## src/rtl/fp_pkg.sv

```systemverilog
// Shared definitions for the sequential floating-point adder: FSM states,
// flag bit positions and special-value encodings for any exponent/fraction width.
`timescale 1ns/1ps
package fp_pkg;

   typedef enum logic [2:0] {
      S_IDLE,
      S_UNPACK,
      S_ALIGN,
      S_ADD,
      S_NORM,
      S_ROUND,
      S_DONE
   } state_t;

   localparam int FLAG_INVALID   = 4;
   localparam int FLAG_OVERFLOW  = 3;
   localparam int FLAG_UNDERFLOW = 2;
   localparam int FLAG_INEXACT   = 1;
   localparam int FLAG_ZERO      = 0;

   // +inf: all-ones exponent, zero fraction (right-aligned in a 64-bit word)
   function automatic logic [63:0] inf_word(input int exp_w, input int man_w);
      return ((64'd1 << exp_w) - 64'd1) << man_w;
   endfunction

   // Canonical quiet NaN: positive, all-ones exponent, only the fraction MSB set
   function automatic logic [63:0] qnan_word(input int exp_w, input int man_w);
      return inf_word(exp_w, man_w) | (64'd1 << (man_w - 1));
   endfunction

endpackage

```

## src/rtl/fp_lzc.sv

```systemverilog
// Combinational leading-zero counter; an all-zero input returns WIDTH.
`timescale 1ns/1ps
module fp_lzc #(
   parameter int WIDTH = 27
) (
   input  logic [WIDTH-1:0]               data,
   output logic [$clog2(WIDTH+1)-1:0]     count
);
   localparam int CNT_W = $clog2(WIDTH + 1);

   // Scan upward so the highest set bit is the last (winning) assignment
   always_comb begin
      count = CNT_W'(WIDTH);
      for (int i = 0; i < WIDTH; i++) begin
         if (data[i]) count = CNT_W'(WIDTH - 1 - i);
      end
   end
endmodule

```

## src/rtl/fp_add_seq.sv

```systemverilog
// Multi-cycle IEEE-754 add/subtract with valid/ready handshakes, RNE rounding
// and per-operation exception flags. One operation in flight at a time.
`timescale 1ns/1ps
module fp_add_seq
   import fp_pkg::*;
#(
   parameter int EXP_W = 8,
   parameter int MAN_W = 23
) (
   input  logic                   clk,
   input  logic                   rst,
   input  logic                   in_valid,
   output logic                   in_ready,
   input  logic [EXP_W+MAN_W:0]   a,
   input  logic [EXP_W+MAN_W:0]   b,
   input  logic                   op_sub,
   output logic                   out_valid,
   input  logic                   out_ready,
   output logic [EXP_W+MAN_W:0]   result,
   output logic [4:0]             flags
);
   localparam int W    = 1 + EXP_W + MAN_W;
   localparam int F    = MAN_W + 4;          // hidden, fraction, guard, round, sticky
   localparam int EW   = EXP_W + 1;          // headroom for carry/round exponent bumps
   localparam int LZ_W = $clog2(F + 1);
   localparam logic [EXP_W-1:0] EXP_ONES = '1;
   localparam logic [W-1:0]     QNAN     = W'(qnan_word(EXP_W, MAN_W));
   localparam logic [W-1:0]     INF      = W'(inf_word(EXP_W, MAN_W));

   state_t             state;
   logic [W-1:0]       a_reg, b_reg;
   logic               sa_reg, sb_reg;
   logic [EXP_W-1:0]   ea_reg, eb_reg;
   logic [MAN_W:0]     ma_reg, mb_reg;
   logic               exc_reg, exc_inv_reg;
   logic [W-1:0]       exc_res_reg;
   logic               sign_reg, eff_sub_reg;
   logic [EW-1:0]      exp_reg;
   logic [F-1:0]       ml_reg, ms_reg, mn_reg;
   logic [F:0]         sum_reg;

   logic [EXP_W-1:0]   ua_exp, ub_exp;
   logic [MAN_W-1:0]   ua_frac, ub_frac;
   logic               ua_inf, ub_inf, ua_nan, ub_nan, ua_snan, ub_snan;
   logic               u_exc, u_inv;
   logic [W-1:0]       u_exc_res;

   logic               al_a_big, al_sign, al_lost;
   logic [EXP_W-1:0]   al_el, al_es;
   logic [MAN_W:0]     al_ml, al_ms;
   logic [31:0]        al_diff;
   logic [F-1:0]       al_ext, al_small;

   logic [F:0]         ad_sum;
   logic [LZ_W-1:0]    nm_lz;
   logic [EW-1:0]      nm_lim, nm_sh, nm_exp;
   logic [F-1:0]       nm_m;

   logic               rd_up, rd_inexact, rd_zero, rd_ovf, rd_sign;
   logic [MAN_W+1:0]   rd_mant;
   logic [EW-1:0]      rd_exp;
   logic [EXP_W-1:0]   rd_field;
   logic [W-1:0]       rd_res;
   logic [4:0]         rd_flags;

   // Unpack: classify operands and resolve NaN/inf cases that bypass the datapath
   always_comb begin
      ua_exp  = a_reg[W-2:MAN_W];
      ub_exp  = b_reg[W-2:MAN_W];
      ua_frac = a_reg[MAN_W-1:0];
      ub_frac = b_reg[MAN_W-1:0];
      ua_inf  = (ua_exp == EXP_ONES) && (ua_frac == '0);
      ub_inf  = (ub_exp == EXP_ONES) && (ub_frac == '0);
      ua_nan  = (ua_exp == EXP_ONES) && (ua_frac != '0);
      ub_nan  = (ub_exp == EXP_ONES) && (ub_frac != '0);
      ua_snan = ua_nan && !ua_frac[MAN_W-1];
      ub_snan = ub_nan && !ub_frac[MAN_W-1];
      u_exc     = 1'b0;
      u_inv     = 1'b0;
      u_exc_res = QNAN;
      if (ua_nan || ub_nan) begin
         u_exc = 1'b1;
         u_inv = ua_snan || ub_snan;
      end else if (ua_inf && ub_inf && (a_reg[W-1] != b_reg[W-1])) begin
         u_exc = 1'b1;
         u_inv = 1'b1;
      end else if (ua_inf) begin
         u_exc     = 1'b1;
         u_exc_res = a_reg;
      end else if (ub_inf) begin
         u_exc     = 1'b1;
         u_exc_res = b_reg;
      end
   end

   // Align: order by magnitude, right-shift the smaller mantissa keeping a sticky bit
   always_comb begin
      al_a_big = {ea_reg, ma_reg} >= {eb_reg, mb_reg};
      al_el    = al_a_big ? ea_reg : eb_reg;
      al_es    = al_a_big ? eb_reg : ea_reg;
      al_ml    = al_a_big ? ma_reg : mb_reg;
      al_ms    = al_a_big ? mb_reg : ma_reg;
      al_sign  = al_a_big ? sa_reg : sb_reg;
      al_diff  = 32'(al_el - al_es);
      al_ext   = {al_ms, 3'b000};
      al_lost  = 1'b0;
      for (int i = 0; i < F; i++) begin
         if (al_diff > 32'(i)) al_lost = al_lost | al_ext[i];
      end
      if (al_diff >= 32'(MAN_W + 3)) begin
         al_small = {{(F-1){1'b0}}, |al_ms};
      end else begin
         al_small    = al_ext >> al_diff;
         al_small[0] = al_small[0] | al_lost;
      end
   end

   // Add: magnitude add or subtract (larger minus smaller, never negative)
   always_comb begin
      if (eff_sub_reg) ad_sum = {1'b0, ml_reg} - {1'b0, ms_reg};
      else             ad_sum = {1'b0, ml_reg} + {1'b0, ms_reg};
   end

   fp_lzc #(.WIDTH(F)) u_lzc (
      .data  (sum_reg[F-1:0]),
      .count (nm_lz)
   );

   // Normalise: absorb a carry, or shift left without letting the exponent drop below 1
   always_comb begin
      nm_lim = exp_reg - EW'(1);
      nm_sh  = '0;
      if (sum_reg[F]) begin
         nm_m    = sum_reg[F:1];
         nm_m[0] = sum_reg[1] | sum_reg[0];
         nm_exp  = exp_reg + EW'(1);
      end else begin
         nm_sh  = (EW'(nm_lz) < nm_lim) ? EW'(nm_lz) : nm_lim;
         nm_m   = sum_reg[F-1:0] << nm_sh;
         nm_exp = exp_reg - nm_sh;
      end
   end

   // Round to nearest even, pack, then apply overflow and special-case overrides
   always_comb begin
      rd_up      = mn_reg[2] & (mn_reg[1] | mn_reg[0] | mn_reg[3]);
      rd_inexact = |mn_reg[2:0];
      rd_mant    = {1'b0, mn_reg[F-1:3]} + {{(MAN_W+1){1'b0}}, rd_up};
      rd_exp     = exp_reg;
      if (rd_mant[MAN_W+1]) begin
         rd_mant = rd_mant >> 1;
         rd_exp  = exp_reg + EW'(1);
      end
      rd_field = rd_mant[MAN_W] ? rd_exp[EXP_W-1:0] : '0;
      rd_zero  = (rd_mant[MAN_W:0] == '0);
      rd_sign  = (rd_zero && eff_sub_reg) ? 1'b0 : sign_reg;
      rd_ovf   = rd_mant[MAN_W] && (rd_exp >= {1'b0, EXP_ONES});
      rd_res   = {rd_sign, rd_field, rd_mant[MAN_W-1:0]};
      rd_flags = '0;
      if (exc_reg) begin
         rd_res                 = exc_res_reg;
         rd_flags[FLAG_INVALID] = exc_inv_reg;
      end else if (rd_ovf) begin
         rd_res                  = {sign_reg, INF[W-2:0]};
         rd_flags[FLAG_OVERFLOW] = 1'b1;
         rd_flags[FLAG_INEXACT]  = 1'b1;
      end else begin
         rd_flags[FLAG_INEXACT]   = rd_inexact;
         rd_flags[FLAG_UNDERFLOW] = (rd_field == '0) && rd_inexact;
         rd_flags[FLAG_ZERO]      = rd_zero;
      end
   end

   // Control FSM and stage registers; outputs are registered and held in DONE
   always_ff @(posedge clk) begin
      if (rst) begin
         state     <= S_IDLE;
         in_ready  <= 1'b1;
         out_valid <= 1'b0;
         result    <= '0;
         flags     <= '0;
      end else begin
         case (state)
            S_IDLE: begin
               if (in_valid && in_ready) begin
                  a_reg    <= a;
                  b_reg    <= {b[W-1] ^ op_sub, b[W-2:0]};
                  flags    <= '0;
                  in_ready <= 1'b0;
                  state    <= S_UNPACK;
               end
            end
            S_UNPACK: begin
               sa_reg      <= a_reg[W-1];
               sb_reg      <= b_reg[W-1];
               ea_reg      <= (ua_exp == '0) ? EXP_W'(1) : ua_exp;
               eb_reg      <= (ub_exp == '0) ? EXP_W'(1) : ub_exp;
               ma_reg      <= {ua_exp != '0, ua_frac};
               mb_reg      <= {ub_exp != '0, ub_frac};
               exc_reg     <= u_exc;
               exc_inv_reg <= u_inv;
               exc_res_reg <= u_exc_res;
               state       <= S_ALIGN;
            end
            S_ALIGN: begin
               sign_reg    <= al_sign;
               eff_sub_reg <= sa_reg ^ sb_reg;
               exp_reg     <= {1'b0, al_el};
               ml_reg      <= {al_ml, 3'b000};
               ms_reg      <= al_small;
               state       <= S_ADD;
            end
            S_ADD: begin
               sum_reg <= ad_sum;
               state   <= S_NORM;
            end
            S_NORM: begin
               mn_reg  <= nm_m;
               exp_reg <= nm_exp;
               state   <= S_ROUND;
            end
            S_ROUND: begin
               result    <= rd_res;
               flags     <= rd_flags;
               out_valid <= 1'b1;
               state     <= S_DONE;
            end
            S_DONE: begin
               if (out_ready) begin
                  out_valid <= 1'b0;
                  in_ready  <= 1'b1;
                  state     <= S_IDLE;
               end
            end
            default: state <= S_IDLE;
         endcase
      end
   end
endmodule
```

## config.mk

```make
export PLATFORM = sky130hd
export DESIGN_NAME = fp_add_seq
export DESIGN_NICKNAME = d
export VERILOG_FILES = /design/src/rtl/fp_pkg.sv /design/src/rtl/fp_lzc.sv /design/src/rtl/fp_add_seq.sv
export SDC_FILE = /design/constraint.sdc
export NUM_CORES = 1
export LEC_CHECK = 0
export BUFFER_PORTS_ARGS = -buffer_cell sky130_fd_sc_hd__buf_2
export CAP_MARGIN = 20
export CORE_MARGIN = 2
export CORE_UTILIZATION = 67
export DETAILED_ROUTE_END_ITERATION = 8
export GPL_TIMING_DRIVEN = 0
export PLACE_DENSITY = 0.84
export SLEW_MARGIN = 10
export SYNTH_ARGS = -nofsm -noshare
export SYNTH_HDL_FRONTEND = slang
export SYNTH_HIERARCHICAL = 1
export SYNTH_SLANG_ARGS = --single-unit
```

## constraint.sdc

```tcl
create_clock -name clk -period 19.3 [get_ports clk]
set_input_delay 3.86 -clock clk [delete_from_list [all_inputs] [get_ports clk]]
set_output_delay 3.86 -clock clk [all_outputs]
set_load 0.02 [all_outputs]
```

==> results, run 1 <==
- The footprint of the multi-input gates is 10050 um^2.
- Entering global routing, the biggest net connects 30 pins.
- The clock network power share is 0.409.
- 108 I/O pins were placed.
- From synthesis to final layout, the design area changed by 13.04%.
- After floorplanning, the core was divided into 63 placement rows.
- The clock network latency to the later pin of the worst-skew pair is between 0.5 and 0.6 ns.
- The startpoint of the most critical hold path is b_reg[15].
- The count of filler cells inserted in the layout is 1921.
- Buffers inserted during clock tree synthesis total 36.
- In this run the critical register-to-register path is captured at ms_reg[3].
- The largest area contributor in the synthesized netlist is edfxtp_1.
- The pre-antenna-repair detailed-routing pass consisted of 8 iterations.
- At the pin with the least slew margin, the transition time is 1.058 ns.
- The count of mapped cells out of synthesis is between 2000 and 2500.
- The final critical path time including I/O delays and setup is approximately 7.0 ns.
- The number of placed instances, taps included is 2568.
- The first global-routing pass estimated between 90000 and 100000 um of wire.
- The flip-flop cell with the highest count after synthesis is edfxtp_1.
- The number of cells in the finished layout apart from fillers is between 2000 and 3000.
- At the worst endpoint, the arrival time is 7.27 ns.
- Of the total power, the share spent switching nets is 0.2766.
- The post-cts hold buffer count is 0.
- Clock skew on the completed layout was measured at 0.03647 ns.
- The sequential standard cell area is 9279 um^2.
- For this block, the initial DRC count from the detailed router was roughly 2800.
- The net total in the final layout is 2382.
- In this run the horizontal extent of the chip is 177.2 um.
- In this run the worst hold path is classified as flip-flop to flip-flop.
- The distinct cell type count after synthesis is 96.
- The tightest hold margin is 0.4512 ns.
- The number of gates resized after cts is 0.
- The internal power of the cells totals 1.355 mW.
- The startpoint class of the critical path is a flip-flop.
- The commonest non-fill, non-tap cell in the layout is edfxtp_1.
- VDD sags by at most 0.1023 mV.
- Across every metal layer, demand over resource in global routing totals 0.3885.
- The top cell type's share of synthesized area is 0.4200.
- The initial cell density of the core is 0.6797.
- The worst reg-to-reg path cell count is 22.
- For this design the total switching power over the nets is 0.5180 mW.
- The maximum fanout encountered on the critical timing path is 10.
- The type of the setup path with the least slack is flip-flop to flip-flop.
- The endpoint type of the worst setup path is a flip-flop.
- The fraction of registers with async set or reset after synthesis is 0.
- The post-CTS clock slew at the launch and capture registers of the worst setup and hold paths is 0.07 ns.
- Dividing the final minimum period by the clock period gives 0.3621.
- The number of nets still failing antenna checks after routing is 0.
- The number of enable flip-flop cells after synthesis is 281.
- The required time of the critical path is 19.58 ns.
- The worst-case hold path end point is mb_reg[15].
- The remaining routing DRC violations is 2.
- After routing, the total negative slack on setup checks comes to 0 ns.
- The half-perimeter wire length of the detailed placement result is 45720 um.
- The fraction of the yosys area taken by sequential cells is 0.4618.
- The highest attainable clock frequency is around 140 MHz.
- Of the total power, combinational logic draws 0.157.
- The via count of the first global-routing pass is 17040.
- The power density over the cells is around 80 nW/um^2.
- The routed wire length per instance is 23.27 um.
- The cell depth of the worst min-delay path is 0.
- After synthesis, the cell types taking the most area are edfxtp_1 42%, mux2i_1 7.4%, ha_1 5.9%.
- The total vias in the final route is 17790.
- The run finished, with violations left.
- Setup violations remaining at the end of the flow were counted as 0.
- The worst register-to-register path begins at ea_reg[4].
- The synthesized cell area is 20090 um^2.
- The clock sink count is roughly 320.
- In this run the register-to-register setup slack is around 12 ns.
- The largest buffer count on any clock path is 3.
- The number of hold-slack violations in the final timing report is 0.
- The tree is rooted in a clkbuf_16.
- The library cells used most frequently in the layout, excluding fill and tap cells, are 281 x edfxtp_1, 188 x nor2_1, 185 x nand2_1.
- The Yosys step of the flow raised 6 warnings.
- The max-slew violation count is 0.
- The count of state elements after synthesis is 323.
- The area enclosed by the die boundary is 31390 um^2.
- The number of antenna violations at the first check in global routing is 2.
- The count of buffers added on input and output ports is approximately 110.
- In this run the mean area of a mapped cell was just under 10 um^2.
- The TritonCTS clock tree is built.
- The number of buffers inserted by post-CTS setup repair is 0.
- The clock tree synthesis step divided the H-tree into 2 levels.
- The number of violations of the max-capacitance limit is 0.
- At the end of routability-driven placement, the weighted congestion stood at 1.004.
- After floorplanning, the core was sized to cover about 30000 um^2.
- For this design the static power due to leakage is 8.869 nW.
- Setup repair after global routing left no endpoint under its margin.
- The die is 177.2 um tall.
- Headroom to the max-slew limit came out at 0.2744.
- The final reports fail on DRC.
- Of the total power, registers draw 0.433.
- Summed over all layers, the global routing overflow is 0.
- The number of vias per cell is 6.753.
- The layout cell share with drive strength beyond 1 is 0.1114.
- For this block, the routed nets add up to 61310 um of wire.
-- power groups by stage --
| stage | clock network, mW | logic, mW | registers (mW) |
|---|---|---|---|
| finish | 0.766 | 0.295 | 0.812 |
| global route | 0.789 | 0.315 | 0.814 |
| floorplan | 0 | 0.194 | 0.824 |
| global placement | 0 | 0.270 | 0.830 |
| CTS | 0.764 | 0.284 | 0.811 |
| detailed placement | 0 | 0.280 | 0.825 |
-- how the worst max path moves through the flow --
stage | start | end | depth (start not counted)
6_report | ea_reg[4] | ms_reg[3] | 22
5_1_grt | eb_reg[4] | ms_reg[0] | 23
4_1_cts | eb_reg[4] | ms_reg[2] | 24
3_5_place_dp | rst | mb_reg[15] | 10
3_3_place_gp | rst | mb_reg[15] | 4
2_1_floorplan | rst | ea_reg[0] | 3
-- synth_stat cells (all sizes together), types with 16 or more instances --
| cell | number |
|---|---|
| o211ai | 20 |
| buf | 23 |
| a21oi | 109 |
| inv | 109 |
| nor4 | 33 |
| a31oi | 21 |
| nand2 | 186 |
| o21a | 18 |
| and2 | 16 |
| xor2 | 28 |
| nor3 | 71 |
| mux2i | 151 |
| edfxtp | 281 |
| a211oi | 29 |
| dfxtp | 42 |
| o21ai | 126 |
| and3 | 18 |
| xnor2 | 40 |
| nand3 | 42 |
| nor2 | 192 |
| nand4 | 27 |
| clkbuf | 95 |
| a221oi | 17 |
| ha | 94 |
| mux2 | 20 |
-- kinds of logic (layout without fill, tap and decap cells) --
kind of cell,after synthesis,in the layout,share of synthesized area
buf+inv,228,418,0.04471
xor+xnor,68,68,0.02964
flops,323,323,0.4618
other cells,2,31,0.0003738
compound gates,485,485,0.1608
fa+ha+maj,96,96,0.06053
simple gates,651,651,0.1531
mux,173,173,0.08905
-- through the flow --
step           instance area, um^2  power, mW  worst slack [ns]    util
2_1_floorplan                20200      1.018             7.041       -
3_5_place_dp                 21390      1.105             12.38  0.7238
3_3_place_gp                 21220      1.100             4.833  0.7179
5_1_grt                      22710      1.918             12.03  0.7683
6_report                     22710      1.873             12.31  0.7684
4_1_cts                      22710      1.860             12.58  0.7681
-- critical path: stages (launching register included) --
cell and delay, ns:
edfxtp_1 0.48, ha_1 0.47, nand4_2 0.21, nor2_2 0.07
a311o_1 0.40, or3b_4 0.47, nor2_4 0.17, buf_8 0.18
buf_4 0.23, buf_4 0.26, buf_2 0.36, a21oi_1 0.12
ha_1 0.26, nor3_1 0.22, nor2_1 0.08, mux2i_2 0.41
o221ai_2 0.20, nor3b_1 0.33, o21ai_0 0.26, a31oi_1 0.56
a22oi_1 0.29, o32a_1 0.33, o21ai_0 0.36
-- per-layer routing --
metal	track usage	part of all wire	vias to the layer above
met3	0.06851	0.11	230
met5	0	0	-
met2	0.6386	0.46	1278
met1	0.5113	0.38	8385
li1	-	-	7901
met4	0.1577	0.043	0
-- layout make-up --
cell class	instances	share of cell area
Antenna cell	1	0.0001102
Sequential cell	323	0.4085
Clock buffer	41	0.04093
Clock inverter	24	0.01680
Buffer	118	0.02137
Tap cell	390	0.02148
Timing Repair Buffer	125	0.03030
Multi-Input combinational cell	1503	0.4423
Inverter	110	0.01818
Note: power is estimated with default switching activity, not from simulation.
==> run 2: changes to the inputs <==
Settings changed: CORE_UTILIZATION 67 to 62, PLACE_DENSITY 0.84 to 0.79.
Clock period 19.3 ns to 6.9 ns, I/O delays scaled along.
==> run 2 against run 1 <==
The flow now finishes without violations. Cell count grew 0.23%. First-iteration DRC count fell by 16%. Sequential share of layout area increased by 0.16 points. Clock-buffer cell count is 2 higher. Setup slack lost 12 ns. Sequential power grew to 2.8 times the previous value. Clock power rose by 140%. Cell area shrank 0.40%. Critical path type unchanged. Largest cell class unchanged. Highest routed layer unchanged.
==> results, run 2 (synthesis results as in run 1) <==
- The count of buffering cells on the critical path with inverters included was 5 (+1).
- The total grt overflow is 0 (unchanged).
- The power density over the cells came to 218.3 nW/um^2 (+160%).
- The via count of the first global-routing pass came to 16510 (-3.2%).
- The startpoint of the most critical hold path is b_reg[11].
- The number of placement rows is 65 (+3.2%).
- The max-slew violation count is 0 (unchanged).
- The endpoint type of the worst setup path is a flip-flop.
- The number of vias per cell came to 6.561 (-2.8%).
- The routed wire length per instance was 23.13 um (-0.60%).
- The die extent in x came to 184.0 um (+3.9%).
- The share of the clock period used by the worst path is 0.9561 (+0.5940).
- The setup-violating endpoint count in the final report is 0 (unchanged).
- The highest attainable clock frequency is 151.6 MHz (+5.9%).
- The clock sink count came to 323 (unchanged).
- The number of hold-slack violations in the final timing report is 0 (unchanged).
- The net total in the final layout is 2379 (-0.13%).
- The area of the core was 31720 um^2 (+7.3%).
- The clock buffer count from CTS came to 34 (-5.6%).
- The category of cells accounting for the largest share of critical-path delay is compound AO/OA/AOI/OAI gates.
- The largest stage delay on the critical path is 0.52 ns (-0.04 ns).
- The run finished with clean final reports.
- The total wirelength of the detailed-routed design is 61080 um (-0.38%).
- The peak supply drop is 0.2447 mV (+140%).
- The required time of the critical path is 7.16 ns (-12.42 ns).
- The initial cell density of the core was 0.6335 (-0.04625).
- The number of nets still failing antenna checks after routing was 0 (unchanged).
- The largest buffer count on any clock path came to 3 (unchanged).
- The cell chosen for the clock root is clkbuf_16.
- Setup repair after global routing left no endpoint under its margin.
- The library cell used most frequently in the layout, excluding fill and tap cells, is edfxtp_1.
- The half-perimeter wire length of the detailed placement result is 46620 um (+2.0%).
- The total negative setup slack is 0 ns (unchanged).
- The data arrival at the endpoint of the critical path came to 6.86 ns (-0.41 ns).
- The top cell types in the final layout, fill and taps aside, are 281 x edfxtp_1, 187 x nor2_1, 185 x nand2_1.
- The post-route standard cell area excluding fillers is 22620 um^2 (-0.40%).
- The total routing usage reported by global routing is 0.3605 (-0.02802).
- The port buffer count came to 107 (unchanged).
- The placed instance area is 21460 um^2 (+0.30%).
- The remaining routing DRC violations is 0 (-2).
- The worst register-to-register path begins at ea_reg[4].
- The post-CTS clock slew at the launch and capture registers of the worst setup and hold paths was 0.06 ns (about the same).
- The worst setup path is launched from a flip-flop.
- The global-route wire length before repair is 93270 um (-0.50%).
- The die span in y is 184.0 um (+3.9%).
- The layout cell share with drive strength beyond 1 is 0.1108 (-0.0006445).
- The layout overhead on the synthesized area is 12.58%.
- The iteration count of the initial detailed-routing pass is 8 (unchanged).
- The deepest level of the CTS H-tree came to 2 (unchanged).
- The clock network latency to the later pin of the worst-skew pair is 0.53 ns (about the same).
- The I/O pin total is 108 (unchanged).
- The maximum fanout encountered on the critical timing path was 10 (unchanged).
- The critical path is of the flip-flop to flip-flop type.
- The measured slew at the worst slew-check pin is 1.110 ns (+0.05190 ns).
- The max-slew headroom at the worst pin came to 0.2546 (-0.01974).
- The global placement routability congestion is 1.017 (+1.3%).
- The area enclosed by the die boundary is 33860 um^2 (+7.9%).
- The type of the worst min-delay path is flip-flop to flip-flop.
- The final critical path time including I/O delays and setup is 6.597 ns (-0.3916 ns).
- The number of DRC violations after detailed-routing iteration 0 was 2315 (-16%).
- The number of antenna violations at the first check in global routing is 0 (-2).
- The count of antenna diodes in the layout is 0 (-1).
- TritonCTS built the clock tree.
- The largest net degree at the start of global routing came to 28 (-6.7%).
- The total vias in the final route is 17330 (-2.6%).
- The total leakage power is 8.778 nW (-1.0%).
- The worst clock skew is 0.02413 ns (-0.01234 ns).
- Traced cell by cell, the critical path runs through ha_1 > nand4_2 > nor2_2 > a311o_1 > or3b_4 > nor2_4 > buf_8 > buf_4 > buf_4 > buf_2 > a21oi_1 > ha_1 > clkinv_1 > nand2_1 > o22ai_1 > o21ai_0 > o2111ai_1 > a2111oi_2 > o2111ai_1 > a2111oi_0 > a31oi_1.
- The number of violations of the max-capacitance limit is 0 (unchanged).
- The launching instance or port of the critical path is ea_reg[4].
- The number of buffers inserted by post-CTS setup repair is 0 (unchanged).
- The slowest stage of the critical path is the ha_1 cell.
run 2: final timing paths:
| check | cells past startpoint | slack, ns | end |
|---|---|---|---|
| setup / recovery | 21 | 0.30 | ms_reg[0] |
| hold reg to reg | 0 | 0.45 | mb_reg[11] |
| hold / removal | 0 | 0.45 | mb_reg[11] |
| setup reg to reg | 21 | 0.30 | ms_reg[0] |
run 2: layout make-up:
| cell class | count | area (um^2) |
|---|---|---|
| well taps | 402 | 503.0 |
| inverters | 110 | 412.9 |
| clock inverters | 18 | 192.7 |
| flip-flops and latches | 323 | 9279 |
| multi-input cells | 1503 | 10090 |
| clock buffers | 43 | 915.9 |
| repair buffers | 124 | 740.7 |
| plain buffers | 118 | 485.5 |
| fillers | 2263 | 9096 |
run 2: per-layer routing:
layer | GRT usage | routed length [um] | vias to the layer above
met1 | 0.4867 | 25010 | 8268
met4 | 0.1270 | 2383 | 0
li1 | - | - | 7880
met2 | 0.5911 | 28320 | 1005
met3 | 0.05983 | 5363 | 174
met5 | 0 | 0 | -
run 2: timing repair:
| item | CTS | global route |
|---|---|---|
| hold buffers | 0 | 0 |
| setup endpoints to repair | 0 | 11 |
| gates resized for setup | 0 | 8 |
| hold endpoints to repair | 0 | 0 |
run 2: per-stage QoR:
step	std cells	power (mW)	utilization	hold slack (ns)	setup WS (ns)
final	2641	4.939	0.7132	0.4491	0.3030
after global routing	2641	5.082	0.7132	0.4668	0.1184
after CTS	2639	4.908	0.7115	0.4492	0.1525
after detailed placement	2578	3.104	0.6765	0.4348	0.1649
after global placement	2563	3.084	0.6697	0.4330	-0.8900
after floorplan	2054	2.842	-	0.4268	0.1897
run 2: power by group:
part	leakage (nW)	internal, mW	switching (mW)
Clock	0.531	1.07	0.766
Combinational	5.35	0.283	0.552
Sequential	2.90	2.22	0.0555
